<file path="src/rtl/turn_pt_marker_gen.sv">
// ============================================================================
// Module   : turn_pt_marker_gen
// Purpose  : Per-turn / per-PT-cycle marker generator with EVR resync.
//            Optional macro TURN_PT_MARKER_FREERUN_EN: run from reset.
// Revision : 1.0 - initial release
// ============================================================================
`default_nettype none

module turn_pt_marker_gen #(
    parameter int SAMPLES_WIDTH = 8,
    parameter int TURNS_WIDTH   = 6,
    parameter int ERRCNT_WIDTH  = 16
) (
    input  logic                     adcClk,
    input  logic                     adcReset,
    input  logic [SAMPLES_WIDTH-1:0] samplesPerTurn,
    input  logic [TURNS_WIDTH-1:0]   turnsPerPT,
    input  logic [SAMPLES_WIDTH-1:0] turnOffset,
    input  logic                     evrFiducial,
    output logic                     turnMarker,
    output logic                     ptMarker,
    output logic [SAMPLES_WIDTH-1:0] sampleIndex,
    output logic [TURNS_WIDTH-1:0]   turnIndex,
    output logic                     synced,
    output logic                     configError,
    output logic                     resyncError,
    output logic [ERRCNT_WIDTH-1:0]  resyncErrorCount
);

    localparam logic [0:0] S_UNSYNCED = 1'b0;
    localparam logic [0:0] S_RUNNING  = 1'b1;

    localparam logic [SAMPLES_WIDTH-1:0] c_s_one = SAMPLES_WIDTH'(1);
    localparam logic [SAMPLES_WIDTH-1:0] c_s_two = SAMPLES_WIDTH'(2);
    localparam logic [TURNS_WIDTH-1:0]   c_t_one = TURNS_WIDTH'(1);

    logic [0:0]               r_state;
    logic [SAMPLES_WIDTH-1:0] r_spt;
    logic [TURNS_WIDTH-1:0]   r_tpp;
    logic [SAMPLES_WIDTH-1:0] r_off;
    logic [SAMPLES_WIDTH-1:0] r_sidx;
    logic [TURNS_WIDTH-1:0]   r_tidx;
    logic                     r_turn;
    logic                     r_pt;
    logic                     r_rerr;
    logic [ERRCNT_WIDTH-1:0]  r_ecnt;

    logic [0:0]               w_state_nxt;
    logic [SAMPLES_WIDTH-1:0] w_sidx_nxt;
    logic [TURNS_WIDTH-1:0]   w_tidx_nxt;
    logic                     w_load;
    logic                     w_rerr_nxt;
    logic                     w_in_valid;
    logic                     w_sh_valid;
    logic [SAMPLES_WIDTH-1:0] w_eff_off;
    logic                     w_sidx_last;
    logic                     w_tidx_last;
    logic                     w_turn_nxt;
    logic [0:0]               w_reset_state;

    assign w_in_valid  = (samplesPerTurn >= c_s_two) && (turnsPerPT != '0);
    assign w_sh_valid  = (r_spt >= c_s_two) && (r_tpp != '0);
    assign w_eff_off   = (r_off >= r_spt) ? '0 : r_off;
    assign w_sidx_last = (r_sidx == r_spt - c_s_one);
    assign w_tidx_last = (r_tidx == r_tpp - c_t_one);
    assign w_turn_nxt  = (r_state == S_RUNNING) && (r_sidx == w_eff_off);

`ifdef TURN_PT_MARKER_FREERUN_EN
    assign w_reset_state = w_in_valid ? S_RUNNING : S_UNSYNCED;
`else
    assign w_reset_state = S_UNSYNCED;
`endif

    always_comb begin
        w_state_nxt = r_state;
        w_sidx_nxt  = r_sidx;
        w_tidx_nxt  = r_tidx;
        w_load      = 1'b0;
        w_rerr_nxt  = 1'b0;
        case (r_state)
            S_UNSYNCED: begin
                // Shadow tracks the inputs so configError is live while waiting
                w_load     = 1'b1;
                w_sidx_nxt = '0;
                w_tidx_nxt = '0;
                if (evrFiducial && w_in_valid) begin
                    w_state_nxt = S_RUNNING;
                end
            end
            S_RUNNING: begin
                if (evrFiducial) begin
                    w_load     = 1'b1;
                    w_sidx_nxt = '0;
                    w_tidx_nxt = '0;
                    if (!w_in_valid) begin
                        w_state_nxt = S_UNSYNCED;
                    end else if (!(w_sidx_last && w_tidx_last)) begin
                        w_rerr_nxt = 1'b1;
                    end
                end else if (w_sidx_last) begin
                    w_sidx_nxt = '0;
                    w_tidx_nxt = w_tidx_last ? '0 : r_tidx + c_t_one;
                end else begin
                    w_sidx_nxt = r_sidx + c_s_one;
                end
            end
            default: begin
                w_state_nxt = S_UNSYNCED;
                w_sidx_nxt  = '0;
                w_tidx_nxt  = '0;
            end
        endcase
    end

    always_ff @(posedge adcClk) begin
        if (adcReset) begin
            r_state <= w_reset_state;
            r_spt   <= samplesPerTurn;
            r_tpp   <= turnsPerPT;
            r_off   <= turnOffset;
            r_sidx  <= '0;
            r_tidx  <= '0;
            r_turn  <= 1'b0;
            r_pt    <= 1'b0;
            r_rerr  <= 1'b0;
            r_ecnt  <= '0;
        end else begin
            r_state <= w_state_nxt;
            if (w_load) begin
                r_spt <= samplesPerTurn;
                r_tpp <= turnsPerPT;
                r_off <= turnOffset;
            end
            r_sidx <= w_sidx_nxt;
            r_tidx <= w_tidx_nxt;
            r_turn <= w_turn_nxt;
            r_pt   <= w_turn_nxt && (r_tidx == '0);
            r_rerr <= w_rerr_nxt;
            if (w_rerr_nxt && (r_ecnt != '1)) begin
                r_ecnt <= r_ecnt + ERRCNT_WIDTH'(1);
            end
        end
    end

    assign turnMarker       = r_turn;
    assign ptMarker         = r_pt;
    assign sampleIndex      = r_sidx;
    assign turnIndex        = r_tidx;
    assign synced           = (r_state == S_RUNNING);
    assign configError      = !w_sh_valid;
    assign resyncError      = r_rerr;
    assign resyncErrorCount = r_ecnt;

endmodule

`default_nettype wire
</file>
<file path="config.mk">
export PLATFORM = sky130hd
export DESIGN_NAME = turn_pt_marker_gen
export DESIGN_NICKNAME = d
export VERILOG_FILES = /design/src/rtl/turn_pt_marker_gen.sv
export SDC_FILE = /design/constraint.sdc
export NUM_CORES = 1
export LEC_CHECK = 0
export CORE_ASPECT_RATIO = 0.9
export CORE_UTILIZATION = 60
export CTS_CLUSTER_DIAMETER = 60
export DETAILED_ROUTE_END_ITERATION = 7
export DONT_BUFFER_PORTS = 1
export PLACE_DENSITY = 0.76
export SLEW_MARGIN = 20
export SYNTH_ARGS = -nofsm -noshare
export SYNTH_HDL_FRONTEND = slang
export SYNTH_SLANG_ARGS = --single-unit
export TNS_END_PERCENT = 30
</file>
<file path="constraint.sdc">
create_clock -name adcClk -period 2.65 [get_ports adcClk]
set_input_delay 0.265 -clock adcClk [delete_from_list [all_inputs] [get_ports adcClk]]
set_output_delay 0.265 -clock adcClk [all_outputs]
set_load 0.02 [all_outputs]
</file>
==> metrics.md <==
| Metric | Value |
|---|---|
| CTS HTree Levels | `2` |
| Total number of vias | `2,391` |
| Die ar. | `0.00546 mm²` |
| Max-Cap Viols | `0` |
| TritonCTS clock tree | `yes` |
| CTS sink cnt | `56` |
| Initial Utilization | `63.4%` |
| Worst slew pin tran | `0.475 ns` |
| Cell Area, Synth | `0.00310 mm²` |
| First-pass GRT wire length | `11,000 µm` |
| DP HPWL | `4970 µm` |
| Drt wl/cell | `16.4 µm` |
| Gate power share | `8.6%` |
| Detail Route Antenna Nets | `0` |
| Initial antenna violation count | `0` |
| P&R area growth vs syn | `9.72%` |
| Dominant cell type by area after synthesis | `dfxtp_1` |
| Initial DRC count | `162` |
| Place WS | `0.0832 ns` |
| # IOs | `60` |
| Worst setup EP type | `flop` |
| Leak Pwr | `1.29 nW` |
| Dpl cells | `396` |
| VDD IR max | `0.411 mV` |
| Setup WS post-layout | `0.164 ns` |
| Core area | `0.00489 mm²` |
| Yosys cell types | `48` |
| Critical path peak fanout | `8` |
| Most numerous cell in the Yosys netlist | `dfxtp_1` |
| P_int | `1.26 mW` |
| Outcome | `finished, final reports clean` |
| Slew margin rel. | `68.3%` |
| Clock Path Buffers | `2` |
| First-pass DRT Iterations | `4` |
| Ratio of cells with drive above 1 in the final layout | `11.7%` |
| Fin util | `69.5%` |
| WS Path Type | `flop to flop` |
| Final hold vios | `0` |
| M1 WL | `3110 µm` |
| Synth top area share | `21.9%` |
| Fmax | `402 MHz` |
| Synth top area cells | `dfxtp_1, edfxtp_1, ha_1` |
| Worst Path Required | `2.86 ns` |
| Fin crit share | `93.8%` |
| CTS Root Cell | `clkbuf_8` |
| Final cell count without fillers | `407` |
| Gr usage total | `25.6%` |
| DR WL met2 | `3100 µm` |
| Placed Area | `0.00325 mm²` |
| Syn Nets | `366` |
| Setup violators final | `0` |
| Uppermost layer routed | `met4` |
| Port Buffers | `0` |
| Drt total wl | `6670 µm` |
| Sw frac | `23.8%` |
| Number of global-route vias before repair | `2,363` |
| Routability Congestion | `0.845` |
| Main flop type after synthesis | `dfxtp_1` |
| CTS buffer count | `5` |
| Number of enable flip-flop cells after synthesis | `22` |
| P per Cell Area | `485 mW/mm²` |
| Arr. time, crit path | `2.69 ns` |
| Psw | `0.393 mW` |
| Final worst path period need | `2.49 ns` |
| Post-synthesis async set-or-reset flop share | `0%` |
| Yosys reg bits | `56` |
| DRC Markers | `0` |
| WL met3 | `425 µm` |
| Mean Syn Cell Area | `9.54 µm²` |
| Fin area | `0.00340 mm²` |
| Nets | `382` |
| Design Power | `1.65 mW` |
| Clock skew | `0.0110 ns` |
| Die Span Y | `70.2 µm` |
| Clk pin slew, worst setup/hold paths | `0.10 ns` |
| Min-Delay Path Class | `input pin to flop` |
| Worst skew pair latency | `0.31 ns` |
| Flop pwr share | `58.1%` |
| Largest net degree at the start of global routing | `25` |
| Clock power frac | `33.3%` |
| Most frequent cells after synthesis | `dfxtp_1, nor2_1, inv_1, o21ai_0, edfxtp_1` |
| Synth warn | `0` |
| Diode count | `0` |
| Vias/cell | `5.87` |
| Count of pins over their slew limit | `0` |
| Fin Setup TNS | `0 ns` |
| Worst setup SP type | `flop` |
| Post-synthesis sequential area ratio | `43.2%` |
| Row cnt | `24` |
| Congestion Overflow GR | `0` |
| Die width | `77.8 µm` |
| Syn Inst Count | `325` |
| Hold slack | `0.0172 ns` |
## what timing repair did
item | in CTS | in global routing
setup endpoints to repair | 0 | 14
resized for setup | 0 | 3
hold buffers | 0 | 1
hold endpoints to repair | 0 | 12
buffers inserted | 0 | 1
## registers in the layout, indices dropped and copies added (netlist names), named ones only
register and cells:
ptMarker 1, r_off 8, r_spt 8, r_tpp 6
resyncError 1, resyncErrorCount 16, sampleIndex 8, turnIndex 6
turnMarker 1
## routing by layer
| metal | vias to the layer above | track usage [%] |
|---|---|---|
| met4 | 0 | 5.03 |
| met2 | 76 | 41.2 |
| met5 | - | 0 |
| li1 | 1195 | - |
| met1 | 1116 | 35.0 |
| met3 | 4 | 6.41 |
## cells by family after synthesis
group                      after synthesis  share of synthesized area [%]
DFF                                     56                           43.2
adders and majority gates               16                           6.45
muxes                                    5                           1.77
and+or+nand+nor                        124                           22.7
xor gates and xnor gates                31                           8.75
AOI/OAI and AO/OA                       60                           12.6
buffers and inverters                   33                           4.52
## worst max-delay path, cell delays in order, from the launching register on
cell and delay, ns:
edfxtp_1 0.43, inv_1 0.12, ha_1 0.19, nor2b_2 0.20, nand2_1 0.11, a2111oi_4 0.44, nand4_4 0.20, o2111ai_4 0.30
nor2_1 0.10, mux2_2 0.29
## final cells by class
cell class | instances | area [µm²]
multi-input cells | 236 | 1630
fillers | 371 | 1490
flip-flops and latches | 56 | 1340
repair buffers | 19 | 149
clock buffers | 7 | 108
inverters | 23 | 86.3
well taps | 65 | 81.3
clock inverters | 1 | 8.76
## placed cells by master (no fill, tap or decap), types with 14 or more instances in the layout
cell type and count:
nand3_1 15, edfxtp_1 22, xor2_1 14, nand2_1 19
a21oi_1 19, xnor2_1 17, ha_1 16, dfxtp_1 34
o21ai_0 22, buf_4 17, nor2_1 24, inv_1 23
## power by group through the flow
stage	registers, mW	clock network [mW]	logic, mW
floorplan	0.971	0	0.108
global placement	0.978	0	0.126
detailed placement	0.979	0	0.131
CTS	0.959	0.555	0.132
global route	0.964	0.593	0.161
finish	0.959	0.550	0.141
## worst paths after layout
check	start	end	slack [ns]	cells past startpoint
max reg2reg	r_spt[1]	resyncErrorCount[6]	0.16	9
max	r_spt[1]	resyncErrorCount[6]	0.16	9
min reg2reg	resyncErrorCount[11]	resyncErrorCount[11]	0.61	2
min	adcReset	resyncErrorCount[15]	0.02	1
Power figures use the tool's default switching activity.
